`config.mk`:
```
export PLATFORM = sky130hd
export DESIGN_NAME = inst_fetch_unit
export DESIGN_NICKNAME = d
export VERILOG_FILES = /design/src/rtl/fetch_pkg.sv /design/src/rtl/fetch_fifo.sv /design/src/rtl/inst_fetch_unit.sv
export SDC_FILE = /design/constraint.sdc
export NUM_CORES = 1
export LEC_CHECK = 0
export CELL_PAD_IN_SITES_DETAIL_PLACEMENT = 0
export CELL_PAD_IN_SITES_GLOBAL_PLACEMENT = 1
export CORE_MARGIN = 2
export CORE_UTILIZATION = 25
export CTS_BUF_LIST = sky130_fd_sc_hd__clkbuf_8
export CTS_CLUSTER_DIAMETER = 120
export CTS_CLUSTER_SIZE = 30
export DETAILED_ROUTE_END_ITERATION = 10
export PLACE_DENSITY_LB_ADDON = 0.1
export SLEW_MARGIN = 25
export SYNTH_ARGS = -nofsm -noshare
export SYNTH_HDL_FRONTEND = slang
export SYNTH_SLANG_ARGS = --single-unit
export TNS_END_PERCENT = 20
```
`constraint.sdc`:
```
create_clock -name clk -period 13.28 [get_ports clk]
set_input_delay 1.328 -clock clk [delete_from_list [all_inputs] [get_ports clk]]
set_output_delay 1.328 -clock clk [all_outputs]
set_load 0.02 [all_outputs]
```
`src/rtl/fetch_pkg.sv`:
```
// Shared types and constants for the instruction fetch stage.
package fetch_pkg;

  typedef enum logic [1:0] {
    IDLE,
    WAIT,
    DISCARD
  } fetch_state_t;

  localparam int unsigned PC_STEP = 4;

endpackage

```
`src/rtl/fetch_fifo.sv`:
```
// Synchronous prefetch FIFO; flush empties it and takes priority over push/pop.
module fetch_fifo #(
  parameter int unsigned WIDTH = 64,
  parameter int unsigned DEPTH = 4
) (
  input  logic                     clk,
  input  logic                     rst,
  input  logic                     push,
  input  logic                     pop,
  input  logic                     flush,
  input  logic [WIDTH-1:0]         wdata,
  output logic [WIDTH-1:0]         rdata,
  output logic [$clog2(DEPTH):0]   count
);

  localparam int unsigned AW = $clog2(DEPTH);
  localparam logic [AW:0] FULL = (AW+1)'(DEPTH);

  logic [WIDTH-1:0] mem [DEPTH];
  logic [AW-1:0]    wr_ptr;
  logic [AW-1:0]    rd_ptr;
  logic             do_push;
  logic             do_pop;

  always_comb begin
    do_push = push && (count != FULL);
    do_pop  = pop && (count != '0);
    rdata   = mem[rd_ptr];
  end

  always_ff @(posedge clk) begin
    if (rst) begin
      wr_ptr <= '0;
      rd_ptr <= '0;
      count  <= '0;
      for (int unsigned i = 0; i < DEPTH; i++) begin
        mem[i] <= '0;
      end
    end else if (flush) begin
      wr_ptr <= '0;
      rd_ptr <= '0;
      count  <= '0;
    end else begin
      if (do_push) begin
        mem[wr_ptr] <= wdata;
        wr_ptr      <= wr_ptr + 1'b1;
      end
      if (do_pop) begin
        rd_ptr <= rd_ptr + 1'b1;
      end
      case ({do_push, do_pop})
        2'b10:   count <= count + 1'b1;
        2'b01:   count <= count - 1'b1;
        default: ;
      endcase
    end
  end

endmodule

```
`src/rtl/inst_fetch_unit.sv`:
```
// Fetch stage: owns the fetch PC, runs one-outstanding memory requests and feeds decode via a prefetch FIFO.
module inst_fetch_unit
  import fetch_pkg::*;
#(
  parameter int unsigned     XLEN     = 32,
  parameter int unsigned     DEPTH    = 4,
  parameter logic [XLEN-1:0] RESET_PC = '0
) (
  input  logic            clk,
  input  logic            rst,
  output logic            imem_req,
  output logic [XLEN-1:0] imem_addr,
  input  logic            imem_ack,
  input  logic [XLEN-1:0] imem_rdata,
  output logic            inst_valid,
  input  logic            inst_ready,
  output logic [XLEN-1:0] inst,
  output logic [XLEN-1:0] inst_pc,
  input  logic            redirect,
  input  logic [XLEN-1:0] redirect_pc
);

  localparam int unsigned     CW         = $clog2(DEPTH) + 1;
  localparam logic [CW-1:0]   FULL       = CW'(DEPTH);
  localparam logic [XLEN-1:0] STEP       = XLEN'(PC_STEP);
  localparam logic [XLEN-1:0] ALIGN_MASK = ~XLEN'(3);

  fetch_state_t      state;
  logic [XLEN-1:0]   fetch_pc;
  logic [CW-1:0]     count;
  logic              push;
  logic              pop;
  logic [XLEN-1:0]   target_pc;
  logic [2*XLEN-1:0] head;

  always_comb begin
    push       = (state == WAIT) && imem_ack && !redirect;
    inst_valid = (count != '0);
    pop        = inst_valid && inst_ready;
    target_pc  = redirect_pc & ALIGN_MASK;
    inst       = head[2*XLEN-1:XLEN];
    inst_pc    = head[XLEN-1:0];
  end

  // imem_addr is its own register so it stays on the old address through DISCARD
  // while fetch_pc already tracks the redirect target.
  always_ff @(posedge clk) begin
    if (rst) begin
      state     <= IDLE;
      fetch_pc  <= RESET_PC;
      imem_req  <= 1'b0;
      imem_addr <= RESET_PC;
    end else begin
      if (redirect) begin
        fetch_pc <= target_pc;
      end
      unique case (state)
        IDLE: begin
          if (!redirect && (count < FULL)) begin
            imem_req  <= 1'b1;
            imem_addr <= fetch_pc;
            state     <= WAIT;
          end
        end
        WAIT: begin
          if (imem_ack) begin
            imem_req <= 1'b0;
            state    <= IDLE;
            if (!redirect) begin
              fetch_pc <= fetch_pc + STEP;
            end
          end else if (redirect) begin
            state <= DISCARD;
          end
        end
        DISCARD: begin
          if (imem_ack) begin
            imem_req <= 1'b0;
            state    <= IDLE;
          end
        end
        default: begin
          imem_req <= 1'b0;
          state    <= IDLE;
        end
      endcase
    end
  end

  fetch_fifo #(
    .WIDTH (2*XLEN),
    .DEPTH (DEPTH)
  ) u_fifo (
    .clk   (clk),
    .rst   (rst),
    .push  (push),
    .pop   (pop),
    .flush (redirect),
    .wdata ({imem_rdata, fetch_pc}),
    .rdata (head),
    .count (count)
  );

endmodule

```
## Word-level counts from Yosys, hierarchy flattened

Memories as Yosys holds them, arrays and structs flattened. A register that Yosys moved wholly into a read port is not among the register bits.
Cells that the tools add are included.

| storage, ports and cells | value |
|---|---|
| input bits | 69 |
| word-level logic and storage cells | 63 |
| flip-flop bits (word level) | 74 |
| RAM bits | 256 |
| output and inout bits | 98 |
| memories | 1 |

Memories:

| name | depth | bits a word | read ports | clocked after memory_dff | write ports | RTL line | source |
|---|---|---|---|---|---|---|---|
| u_fifo.mem | 4 | 64 | 1 | 1 | 4 | fetch_fifo.sv:19 | `logic [WIDTH-1:0] mem [DEPTH];` |

| cells by class | value |
|---|---|
| equal/unequal tests | 9 |
| $lt $le $gt $ge | 1 |
| $add $sub $neg | 5 |
| reduce and logical (&&, ||, !) cells | 16 |
| multiplexer cells | 24 |

Operators with widths:

| operator | number |
|---|---|
| $mux W32 | 4 |
| $mux W64 | 1 |
| $reduce_or A64 Y1 | 1 |
| $add A32 B3 Y32 const B | 1 |
| $mux W2 | 7 |
| $mux W1 | 9 |
| $logic_and A1 B1 Y1 | 6 |
| $ne A3 B3 Y1 const B | 2 |
| $pmux W2 S3 | 1 |
| $pmux W3 S2 | 1 |
| $add A2 B1 Y2 const B | 2 |
| $eq A2 B1 Y1 const B | 2 |
| $eq A2 B2 Y1 const B | 2 |
| $ne A2 B2 Y1 const B | 2 |
| $reduce_and A2 Y1 | 2 |
| $reduce_or A2 Y1 | 2 |
| $add A3 B1 Y3 const B | 1 |
| $lt A3 B3 Y1 const B | 1 |
| $reduce_and A3 Y1 | 1 |
| $reduce_bool A3 Y1 | 1 |
| $sub A3 B1 Y3 const B | 1 |
| $logic_not A2 Y1 | 1 |
| $ne A2 B1 Y1 const B | 1 |
| $pmux W1 S2 | 1 |
| other kinds (2) | 2 |

## Logic depth before layout (Yosys ltp)

Gate-level depths: netlist of the first run.

| depth | value |
|---|---|
| depth after elaboration | 10 |
| mapped depth | 13 |
| mapped depth without buffers | 11 |

## Cells and area by module

Synthesis of the first run repeated with hierarchy kept, for this count alone.

| unflattened totals | value |
|---|---|
| cells, all modules | 1055 |
| area total of the unflattened synthesis | 14565.2 µm² |

By module, submodules not included:

| module | area each (µm²) | seq. area each (µm²) | cells each | instances |
|---|---|---|---|---|
| fetch_fifo | 11467.2 | 7867.5 | 670 | 1 |
| inst_fetch_unit | 3098.0 | 1341.3 | 385 | 1 |

## Worst setup path after synthesis of the first run

Ideal clock, no wire load.

| timing | value |
|---|---|
| kind | input port to flip-flop |
| start | in imem_ack |
| end | mem u_fifo.mem[1][0], enable pin |
| required time | 12781 ps |
| arrival time | 5082 ps |
| stages | 4 |
| setup time | 499 ps |
| path slack | 7699 ps |
| buffers on the path | 1 |
| cell sequence | nand2_1 > clkbuf_1 > a2111o_1 > o21bai_1 |

RTL lines:

| element | RTL line | source |
|---|---|---|
| start: declaration | inst_fetch_unit.sv:13 | `input logic imem_ack,` |
| end: declaration | fetch_fifo.sv:19 |  |

==> out/metrics.csv, run 1 <==
metric,value,unit
Post-Synthesis Cells,1098,
number of flops mapped to enable cells by yosys,256,
clock network fraction of total power,25.1,%
post-CTS resize count,0,
synth cell count leaders,"edfxtp_1 (256), and2_1 (189), nand2_1 (85)",
Core Rows,88,
"Reg clk slew, reported paths",0.19,ns
status,"finished, final reports clean",
die height,246,um
drt via density,4.55,
Yosys top cell area share,52.5,%
Vias,8981,
final WL,43100,um
most frequent cell after synthesis,edfxtp_1,
Netlist Area Pre-Place,14700,um^2
Synth Register Bits,332,
Main synth FF type,edfxtp_1,
Pint,1.34,mW
CTS buffer count,15,
antenna violations before repair,2,
HPWL after DPL,24700,um
dpl cell area,17100,um^2
Antenna Violating Nets Remaining,0,
Worst-Skew Late Latency,0.60,ns
NetSw,0.468,mW
"top cells by area, synth","edfxtp_1 (52%), dfxtp_1 (10%), mux4_2 (9.8%)",
# diodes,0,
full die area,60600,um^2
WL/cell,21.8,um
Worst Skew,0.0237,ns
Hold Fails Final Rpt,0,
CTS tree,done,
largest fanout on the critical path,34,
htree depth,1,
combinational share of power,9.2,%
switch share,25.9,%
Total GRT Usage,14.2,%
maximum root-to-sink buffer count,3,
synth unique cells,55,
clk root buf,clkbuf_8,
post-synthesis sequential area ratio,62.8,%
routability cong.,0.714,
syn nets,1173,
fraction of layout cells with a size suffix above 1,10.2,%
Hold Buf Count CTS,0,
nets@finish,1276,
max-slew violations,0,
Worst Tran Pin Value,1.01,ns
LEAKAGE,5.95,nW
YS warnings,0,
IO Pins,167,
number of global-route vias before repair,9620,
fmax,0.210,GHz
post-synth top area cell,edfxtp_1,
Tmin final,4.77,ns
synthesized area per cell,13.3,um^2
total gr overflow,0,
Die Span X,246,um
Reg power frac,65.7,%
I/O Buffers,164,
Worst setup SP type,flop,
DRC Markers,0,
Power Total,1.81,mW
critical path class,reg -> out,
final core occ,30.0,%
Power Density,104,nW/um^2
first-pass GRT wire length,64500,um
worst min-delay path class,reg -> reg,
worst vdd ir,56.7,uV
DRT iter0 DRCs,528,
initial core utilization,25.4,%
ys async rst share,0,%
"Setup Fix Bufs, Post-CTS",0,
design area,17300,um^2
Slew headroom,32.4,%
drt first pass iters,4,
total core area,57800,um^2
clk sinks,332,
Max Cap Violations,0,
"Setup violations, final",0,
setup TNS,0,ns
RSZ-0062 raised after global routing,false,
crit share post-route,35.9,%
CP Capture Type,output pin,
Area Growth Syn to Fin,18.3,%
largest net degree at the start of global routing,96,
CP required,11.95,ns
CP arrival,3.44,ns
per-layer routing:
metal	track usage [%]	routed length (um)	up-vias
li1	-	-	4227
met1	19.3	19900	4546
met2	24.3	20900	173
met3	2.07	1710	33
met4	2.55	546	2
met5	0	13	-
worst max-delay path, stage by stage (launching register included):
cell and delay, ns:
dfxtp_4 0.93, buf_4 0.69, mux4_2 0.58, clkdlybuf4s50_1 0.63
power by group through the flow:
stage	clock network, mW	logic (mW)	registers [mW]
after floorplan	0	0.0864	1.20
after global placement	0	0.171	1.21
after detailed placement	0	0.171	1.21
after CTS	0.484	0.172	1.19
after global routing	0.507	0.181	1.20
final	0.454	0.166	1.19
area by class of cell:
type | count | area [um^2]
Clock buffer | 15 | 206
Sequential cell | 332 | 9220
Fill cell | 5837 | 40500
Inverter | 21 | 78.8
Timing Repair Buffer | 181 | 1760
Clock inverter | 10 | 57.6
Multi-Input combinational cell | 650 | 5050
Tap cell | 765 | 957
flip-flops by register name, indices dropped and copies added, names as in the netlist, named ones only:
register,flops
fetch_pc,32
state,2
u_fifo.count,3
imem_addr,32
u_fifo.mem,256
imem_req,1
u_fifo.rd_ptr,2
u_fifo.wr_ptr,2
path summary, 6_finish.rpt:
path / start / endpoint / slack (ns) / cells past startpoint
setup / recovery: flop / inst_pc[30] / 8.51 / 3
hold reg to reg: imem_addr[2]$_SDFFE_PP0P_ / imem_addr[2]$_SDFFE_PP0P_ / 0.47 / 2
hold / removal: imem_addr[2]$_SDFFE_PP0P_ / imem_addr[2]$_SDFFE_PP0P_ / 0.47 / 2
setup reg to reg: state[1]$_SDFFE_PP0P_ / u_fifo.mem[2][56]$_SDFFCE_PN0P_ / 9.54 / 7
per-stage QoR:
stage / instances / hold slack (ns) / setup WS, ns
after CTS: 1974 / 0.476 / 8.32
final: 1974 / 0.472 / 8.51
after floorplan: 1098 / 0.461 / 7.70
after detailed placement: 1949 / 0.450 / 8.10
after global routing: 1974 / 0.494 / 8.21
after global placement: 1949 / 0.448 / 8.18
logic make-up after synthesis:
logic type,share of synthesized area [%]
buffers and inverters,3.04
AND/OR/NAND/NOR,18.2
multiplexers,9.83
adder cells (fa/ha/maj),0.563
AO/OA/AOI/OAI,4.64
flip-flops,62.8
XOR/XNOR,0.896
placed cells by master (no fill, tap or decap), types with 3 or more instances in the layout:
master             n
nor3_1             9
edfxtp_1         256
and2_1           189
a21oi_1           46
xor2_1             3
and4_1             4
o31ai_1            4
buf_4             17
inv_1             27
a211oi_1          11
xnor2_1           12
mux4_2            64
nor4b_1            3
or4_1              7
nor2_1            32
and2_2             3
nand4_1           13
clkbuf_8          15
nor2b_1            4
and3_1            68
o21a_1             3
nand2_1           85
dfxtp_1           74
nand3_1           10
clkdlybuf4s50_1  163
a311oi_1          11
ha_1               5
o21ai_0            7
a2111oi_0          6
or3_1              5
nor4bb_1           3
nor4_1            10
Power figures use the tool's default switching activity.
==> run 2: changes to the inputs <==
- clock period: 13.28 -> 4.3 ns (I/O delays scaled with it)
==> run 2 against run 1 <==
Clock skew up 0.023 ns; final cell count up 0.41%; clock power rose to 3.1 times the previous value; routed wire length up 1.0%; critical path depth unchanged; cell area up 0.79%; total power rose to 3.1 times the previous value; worst setup slack worse by 7.6 ns; die area unchanged; sequential cell count unchanged; via count up 0.94%; clock-buffer cell count unchanged.
==> out/metrics.csv, run 2 (same netlist as run 1, synthesis figures left out) <==
metric,value,unit,change
Area Growth Syn to Fin,19.2,%,
WL/cell,22.0,um,+0.62%
IO Pins,167,,unchanged
NetSw,1.44,mW,+210%
CP top delay family,buffers and inverters,,
placed cells,1960,,+0.56%
Hold Fails Final Rpt,0,,unchanged
I/O Buffers,164,,unchanged
CP arrival,2.97,ns,-0.47 ns
clock network fraction of total power,24.9,%,-0.2 points
met3 usage,1.88,%,-0.19 points
Power Density,320,nW/um^2,+210%
number of global-route vias before repair,9707,,+0.90%
most frequent cells in the layout,"edfxtp_1 (256), and2_1 (189), clkdlybuf4s50_1 (163)",,
CP max stage delay,0.83,ns,-0.10 ns
worst vdd ir,179,uV,+220%
met2 usage,24.5,%,+0.19 points
"Setup violations, final",0,,unchanged
CTS tree,done,,
drt first pass iters,4,,unchanged
fmax,0.294,GHz,
CP required,3.87,ns,-8.08 ns
design area,17500,um^2,+0.79%
fraction of layout cells with a size suffix above 1,11.0,%,+0.84 points
Worst Tran Pin Value,1.00,ns,-0.0120 ns
full die area,60600,um^2,unchanged
initial core utilization,25.4,%,unchanged
Max Cap Violations,0,,unchanged
drt via density,4.57,,+0.53%
post-CTS resize count,0,,unchanged
switch share,25.8,%,-0.044 points
Die Span X,246,um,unchanged
Pint,4.14,mW,+210%
crit path cell chain,buf_4 > mux4_2 > clkdlybuf4s50_1,,
final WL,43500,um,+1.0%
critical path class,reg -> out,,
Top reg by flops,u_fifo.mem,,
Worst Skew,0.0466,ns,+0.0229 ns
Hold Buf Count CTS,0,,unchanged
# diodes,0,,unchanged
Critical-path top delay cell,dfxtp_4,,
final core occ,30.2,%,+0.24 points
first-pass GRT wire length,65200,um,+1.1%
die height,246,um,unchanged
Tmin final,3.40,ns,
Vias,9065,,+0.94%
Total GRT Usage,14.4,%,+0.15 points
GR peak layer,met2,,
DRT iter0 DRCs,527,,-0.19%
RSZ-0062 raised after global routing,false,,
Slew headroom,33.2,%,+0.80 points
biggest regs,"u_fifo.mem (256), fetch_pc (32), imem_addr (32)",,
Worst setup SP type,flop,,
htree depth,1,,unchanged
routability cong.,0.714,,about the same
"Setup Fix Bufs, Post-CTS",0,,unchanged
CP Capture Type,output pin,,
clk sinks,332,,unchanged
"commonest non-fill, non-tap cell in the layout",edfxtp_1,,
max reg flops,256,,unchanged
HPWL after DPL,26000,um,+5.0%
nets@finish,1287,,+0.86%
crit share post-route,79.1,%,
Core Rows,88,,unchanged
post-route non-filler standard cell count,1982,,+0.41%
largest net degree at the start of global routing,94,,-2.1%
CTS buffer count,15,,unchanged
"Reg clk slew, reported paths",0.21,ns,+0.02 ns
dpl cell area,17200,um^2,+0.88%
maximum root-to-sink buffer count,3,,unchanged
clk root buf,clkbuf_8,,
worst min-delay path class,in -> reg,,
largest fanout on the critical path,28,,-18%
met1 usage,19.9,%,+0.54 points
DRC Markers,0,,unchanged
antenna violations before repair,0,,-2
total gr overflow,0,,unchanged
max-slew violations,0,,unchanged
combinational share of power,9.4,%,+0.2 points
Power Total,5.59,mW,+210%
Antenna Violating Nets Remaining,0,,unchanged
Buf/Inv on CP,2,,unchanged
total core area,57800,um^2,unchanged
Worst-Skew Late Latency,0.62,ns,+0.02 ns
LEAKAGE,6.01,nW,+1.0%
status,"finished, final reports clean",,
Reg power frac,65.7,%,about the same
-- run 2: cell count changes in the layout (fill, tap and decap cells not counted), sizes merged --
cell	delta
clkinvlp	+1
inv	-4
buf	+11
-- run 2: power groups by stage --
stage	clock network [mW]	registers, mW	logic (mW)
6_report	1.39	3.67	0.525
5_1_grt	1.55	3.69	0.572
4_1_cts	1.48	3.68	0.542
3_5_place_dp	0	3.75	0.540
3_3_place_gp	0	3.74	0.539
2_1_floorplan	0	3.70	0.267
-- run 2: area by class of cell --
cell class                 count  area (um^2)
clock inverter                 7         45.0
tap                          765          957
clock buffer                  15          206
fill                        5845        40300
inverter                      21         78.8
sequential                   332         9220
multi-input combinational    650         5040
timing repair buffer         192         1920
-- run 2: through the flow --
step	hold slack [ns]	setup TNS (ns)	worst slack, ns
floorplan	0.461	-70.98	-0.555
global placement	0.450	0	1.21
detailed placement	0.448	0	1.18
CTS	0.233	0	0.719
global route	0.297	0	0.681
finish	0.298	0	0.901
-- run 2: path summary, 6_finish.rpt --
| kind | from | endpoint | slack (ns) | cells after the start |
|---|---|---|---|---|
| max | flop | inst_pc[26] | 0.90 | 3 |
| min | rst | fetch_pc[28]$_SDFF_PP0_ | 0.30 | 2 |
| max reg2reg | state[1]$_SDFFE_PP0P_ | fetch_pc[22]$_SDFF_PP0_ | 1.53 | 7 |
| min reg2reg | imem_addr[7]$_SDFFE_PP0P_ | imem_addr[7]$_SDFFE_PP0P_ | 0.47 | 2 |
-- run 2: routing by layer --
layer,routed length [um],up-vias,share of wire (%)
li1,-,4253,-
met1,20500,4621,47
met2,21000,165,48
met3,1440,26,3.3
met4,561,0,1.3
met5,0,-,0
-- run 2: worst reg2reg max path, cell delays in order (launching register included) --
cell and delay, ns:
dfxtp_1 0.37, inv_1 0.08, ha_1 0.26, nand2_1 0.19
buf_4 0.26, or4_1 0.73, or4_1 0.54, a311oi_1 0.26
